File: src/rtl/mem_arbiter.sv
// Shared memory-port arbiter: data has priority, a starvation counter guarantees
// instruction-fetch progress, one pending slot per requester, responses routed to owner.
package mem_arbiter_pkg;
  typedef struct packed {
    logic        mem_valid;
    logic        mem_fence;
    logic        mem_spec;
    logic        mem_instr;
    logic [31:0] mem_addr;
    logic [31:0] mem_wdata;
    logic [3:0]  mem_wstrb;
  } mem_in_type;

  typedef struct packed {
    logic [31:0] mem_rdata;
    logic        mem_ready;
  } mem_out_type;
endpackage

module mem_arbiter
  import mem_arbiter_pkg::*;
#(
  parameter int unsigned STARVE_MAX = 4
) (
  input  logic        clock,
  input  logic        reset,
  input  mem_in_type  imem_in,
  output mem_out_type imem_out,
  input  mem_in_type  dmem_in,
  output mem_out_type dmem_out,
  output mem_in_type  mem_in,
  input  mem_out_type mem_out
);

  localparam logic [3:0] LP_STARVE_MAX = 4'(STARVE_MAX);

  typedef enum logic [1:0] {
    S_IDLE,
    S_BUSY_I,
    S_BUSY_D
  } state_t;

  state_t     r_state;
  state_t     w_next;
  mem_in_type r_islot;
  mem_in_type r_dslot;
  logic [3:0] r_starve;

  mem_in_type w_icand;
  mem_in_type w_dcand;
  logic       w_grant_en;
  logic       w_starved;
  logic       w_gnt_i;
  logic       w_gnt_d;

  // A live request always wins over the same requester's pending slot.
  always_comb begin
    w_icand    = imem_in.mem_valid ? imem_in : r_islot;
    w_dcand    = dmem_in.mem_valid ? dmem_in : r_dslot;
    w_grant_en = !reset && ((r_state == S_IDLE) || mem_out.mem_ready);
    w_starved  = (r_starve == LP_STARVE_MAX) && w_icand.mem_valid;
    w_gnt_d    = w_grant_en && w_dcand.mem_valid && !w_starved;
    w_gnt_i    = w_grant_en && w_icand.mem_valid && !w_gnt_d;
  end

  always_ff @(posedge clock) begin
    if (reset) begin
      r_state <= S_IDLE;
    end else begin
      r_state <= w_next;
    end
  end

  always_comb begin
    w_next = r_state;
    if (w_grant_en) begin
      if (w_gnt_d) begin
        w_next = S_BUSY_D;
      end else if (w_gnt_i) begin
        w_next = S_BUSY_I;
      end else begin
        w_next = S_IDLE;
      end
    end
  end

  always_comb begin
    mem_in   = '0;
    imem_out = '0;
    dmem_out = '0;
    if (!reset) begin
      if (w_gnt_d) begin
        mem_in = w_dcand;
      end else if (w_gnt_i) begin
        mem_in = w_icand;
      end
      case (r_state)
        S_BUSY_I: imem_out = mem_out;
        S_BUSY_D: dmem_out = mem_out;
        default:  ;
      endcase
    end
  end

  // Slots: cleared on grant, otherwise the latest live request overwrites.
  always_ff @(posedge clock) begin
    if (reset) begin
      r_islot <= '0;
      r_dslot <= '0;
    end else begin
      if (w_gnt_i) begin
        r_islot <= '0;
      end else if (imem_in.mem_valid) begin
        r_islot <= imem_in;
      end
      if (w_gnt_d) begin
        r_dslot <= '0;
      end else if (dmem_in.mem_valid) begin
        r_dslot <= dmem_in;
      end
    end
  end

  always_ff @(posedge clock) begin
    if (reset) begin
      r_starve <= '0;
    end else if (!w_icand.mem_valid || w_gnt_i) begin
      r_starve <= '0;
    end else if (w_gnt_d && (r_starve != LP_STARVE_MAX)) begin
      r_starve <= r_starve + 4'd1;
    end
  end

endmodule

File: config.mk
export PLATFORM = sky130hd
export DESIGN_NAME = mem_arbiter
export DESIGN_NICKNAME = d
export VERILOG_FILES = /design/src/rtl/mem_arbiter.sv
export SDC_FILE = /design/constraint.sdc
export NUM_CORES = 1
export LEC_CHECK = 0
export BUFFER_PORTS_ARGS = -buffer_cell sky130_fd_sc_hd__buf_2
export CAP_MARGIN = 20
export CORE_AREA = 2 2 123 125
export CTS_CLUSTER_DIAMETER = 200
export CTS_CLUSTER_SIZE = 30
export DETAILED_ROUTE_END_ITERATION = 10
export DIE_AREA = 0 0 125 127
export MAX_ROUTING_LAYER = met4
export PLACE_DENSITY = 0.8
export SLEW_MARGIN = 20
export SYNTH_ARGS = -nofsm -noshare
export SYNTH_HDL_FRONTEND = slang
export SYNTH_SLANG_ARGS = --single-unit
File: constraint.sdc
create_clock -name clock -period 4 [get_ports clock]
set_clock_uncertainty 0.2 [all_clocks]
set_input_delay 0.2 -clock clock [delete_from_list [all_inputs] [get_ports clock]]
set_output_delay 0.2 -clock clock [all_outputs]
set_load 0.05 [all_outputs]
== Word level (Yosys, flattened, before mapping) ==
Cells that the tools add are included.

* Register bits: 150
* Bits of input ports: 179
* Output and inout bits: 138

* $add $sub $neg: 1
* Equality and inequality tests: 4
* Muxes and demuxes: 11
* Reductions and logical operators: 17

{| class="wikitable"
|+ Operators with widths
! operator !! number
|-
| $mux W72 || 5
|-
| $mux W33 || 4
|-
| $logic_and A1 B1 Y1 || 7
|-
| $reduce_or A2 Y1 || 3
|-
| $add A4 B1 Y4 const B || 1
|-
| $eq A4 B3 Y1 const B || 1
|-
| $logic_not A1 Y1 || 4
|-
| $ne A4 B3 Y1 const B || 1
|-
| $eq A2 B1 Y1 const B || 1
|-
| $eq A2 B2 Y1 const B || 1
|-
| $logic_not A2 Y1 || 1
|-
| $logic_or A1 B1 Y1 || 2
|-
| $mux W2 || 1
|-
| $mux W1 || 1
|}

== Logic depth before layout (Yosys ltp) ==
* Word-level depth: 10
* Mapped depth: 7

== Worst setup path after synthesis ==
Ideal clock, no wire load.

* Path type: register -> output
* From: reg r_starve[0]
* To: out mem_in[62] (netlist name)
* Arrival time: 2150 ps
* Required time: 3600 ps
* Setup slack: 1450 ps
* Stages on the path, launching flop included: 8
* Path buffers: 2
* Path through: dfxtp_1 -> inv_1 -> ha_1 -> nand3b_1 -> a2111o_1 -> buf_6 -> buf_6 -> o22ai_1

{| class="wikitable"
|+ RTL lines
! what !! line !! source
|-
| start: declaration || 47 || <nowiki>logic [3:0] r_starve;</nowiki>
|-
| start signal: assignment || 130 || <nowiki>r_starve <= r_starve + 4'd1;</nowiki>
|-
| end: declaration || 31 || <nowiki>output mem_in_type mem_in,</nowiki>
|}

==> run_results.csv <==
group,metric,value,unit
place,place.gp.congestion,0.832,
worst_setup_path,critical_path.max_fanout,42,
synthesis,avgSynthCellArea,9.57,sq um
synthesis,synthFlopType,"dfxtp_1",
worst_setup_path,cp_top_family,"compound AO/OA/AOI/OAI gates",
drt,drtIter0Drc,365,
synthesis,ys_seq_area_frac,0.448,
synthesis,synthArstFlopShare,0,
floorplan,rows,44,
timing,fin_crit,3.58,ns
floorplan,initial_utilization,0.464,
worst_setup_path,start_kind,"flip-flop",
drt,wl_per_cell,17.6,um
synthesis,synth_fp_nets,881,
drt,totalWireLength,23.4,mm
worst_setup_path,slowest_delay,0.84,ns
clocking,cts_sinks,150,
pwr,p_leak,5.09,nW
clocking,clockBufferDepth,2,
synthesis,netlist_area,6700,sq um
final_layout,area_delta_synth_final,54.7,%
global_routing,antenna_found_initial,2,
run_status,outcome,"completed",
drt,viasPerCell,5.20,
worst_setup_path,cp-end-kind,"output port",
worst_setup_path,crit_arrival,3.18,ns
floorplan,die_area,15900,sq um
synthesis,ys_ff_latch,150,
synthesis,postSynthCellCount,700,
floorplan,coreArea,14400,sq um
drt,detail-route-antenna-nets,0,
place,dp_hpwl,13.3,mm
worst_setup_path,path_buf_inv,3,
global_routing,grt_pass1_vias,7147,
synthesis,ys_warn_count,0,
flow_run,maxCapViolations,0,
timing,relSlewSlack,0.241,
final_layout,drive_gt1_frac,0.368,
worst_setup_path,cp.required,3.60,ns
timing,hold_viol,0,
clocking,cts_made_buffers,17,
synthesis,synth_edf_count,0,
clocking,htree_levels,4,
worst_setup_path,crit_type,"reg -> out",
clocking,cts_resized,0,
floorplan,die_w,125,um
timing,setup_tns,0,ns
pwr,peakVddDrop,409,uV
hold_path,hold_class,"in -> reg",
final_layout,final_cell_mix,"314 x buf_2, 215 x nor2_1, 150 x dfxtp_1, 145 x dlygate4sd3_1, 143 x mux2i_1",
final_layout,nets,1312,
drt,drtPass1Iterations,5,
final_layout,final_common_cell,"buf_2",
floorplan,ios,317,
clocking,cts_hold_buf,145,
global_routing,grt_usage,0.289,
timing,finalSetupViolations,0,
place,portBuffers,316,
timing,rsz0062_at_grt,"false",
drt,vias,6911,
clocking,tritoncts,"done",
global_routing,grt-ovfl-total,0,
timing,fmax,279,MHz
clocking,clk-insertion-delay-late,0.41,ns
place,dp_cells,1150,
clocking,root_buffer,"clkbuf_16",
timing,tightest_slew,1.14,ns
clocking,postCtsSetupBuffers,0,
worst_setup_path,crit_path_cell_trace,"inv_1 > ha_1 > nand3b_1 > a2111o_2 > buf_4 > o22ai_1 > buf_2",
clocking,clkTransAtPathRegs,0.06,ns
global_routing,grt_max_degree,74,
pwr,power_density,409,nW/um^2
final_layout,final_cells,1330,
synthesis,synth_cell_types,28,
worst_setup_path,crit_slowest_cell,"a2111o_2",
timing,min_period_over_period,0.896,
global_routing,grt_pass1_wl,35.8,mm
floorplan,die-height,127,um
drt,drc,0,
timing,drv_slew,0,
## cells in the mapped netlist (2+ instances only)
cell,number,area [sq um]
nor2_1,215,807
buf_6,8,90.1
o22ai_1,11,68.8
o22ai_2,60,751
buf_2,12,60.1
dfxtp_1,150,3000
nand2_1,38,143
nand2b_1,4,25.0
buf_1,5,18.8
clkbuf_1,25,93.8
inv_1,3,11.3
buf_4,7,52.6
mux2i_1,143,1430
a21oi_1,3,15.0
nand3_1,2,10.0
ha_1,2,25.0
## area by class of cell
cell class              instances  area (sq um)
flip-flops and latches        150          3000
repair buffers                469          3130
well taps                     184           230
inverters                       4          15.0
clock buffers                  22           474
clock inverters                10           121
diodes                          2          5.00
fillers                       961          4060
multi-input cells             489          3380
## path summary, 6_finish.rpt
| kind | cells past startpoint | to | from | slack (ns) |
|---|---|---|---|---|
| hold reg to reg | 2 | r_dslot[71] | r_dslot[71] | 0.30 |
| hold / removal | 3 | r_dslot[29] | dmem_in[71] | 0.09 |
| setup / recovery | 7 | mem_in[1] | r_starve[0] | 0.42 |
| setup reg to reg | 7 | r_islot[11] | r_starve[0] | 0.93 |
## cells by family after synthesis
group,Yosys count,synth area share
AND/OR/NAND/NOR,262,0.150
flip-flops,150,0.448
multiplexers,143,0.214
AO/OA/AOI/OAI,80,0.132
buffers and inverters,61,0.0493
XOR/XNOR,2,0.00262
adder cells (fa/ha/maj),2,0.00374
## through the flow
step / power (W) / hold slack, ns / cell area (sq um) / worst slack, ns / utilization
2_1_floorplan: 0.00229 / 0.0691 / 6700 / 1.45 / -
3_3_place_gp: 0.00250 / 0.245 / 8270 / 1.00 / 0.573
3_5_place_dp: 0.00252 / 0.248 / 8270 / 0.877 / 0.573
4_1_cts: 0.00422 / 0.0641 / 10300 / 0.434 / 0.715
5_1_grt: 0.00438 / 0.102 / 10400 / 0.257 / 0.718
6_report: 0.00424 / 0.0911 / 10400 / 0.415 / 0.718
## sequential cells by signal, summed over array words and instances (netlist names)
register,count
r_state,2
r_islot,72
r_dslot,72
r_starve,4
## power by group
part | internal, W | switching [W] | leakage [nW]
Clock | 0.000973 | 0.000628 | 0.291
Sequential | 0.00158 | 0.0000277 | 1.23
Combinational | 0.000372 | 0.000657 | 3.57
Total | 0.00292 | 0.00131 | 5.09
## worst reg2reg max path: cells and delay by family, from the launching register on
kind                     cells  cell delay, ns
AND/OR/NAND/NOR              3            0.97
flip-flops                   1            0.35
adder cells (fa/ha/maj)      1            0.19
AO/OA/AOI/OAI                1            0.84
buffers and inverters        2            0.46
## metal layers
metal,vias up,wire [um],GRT usage
met4,0,743,0.121
met3,64,1370,0.0657
li1,3248,-,-
met1,3295,9220,0.313
met5,-,0,-
met2,304,12100,0.511
Note: power is estimated with default switching activity, not from simulation.
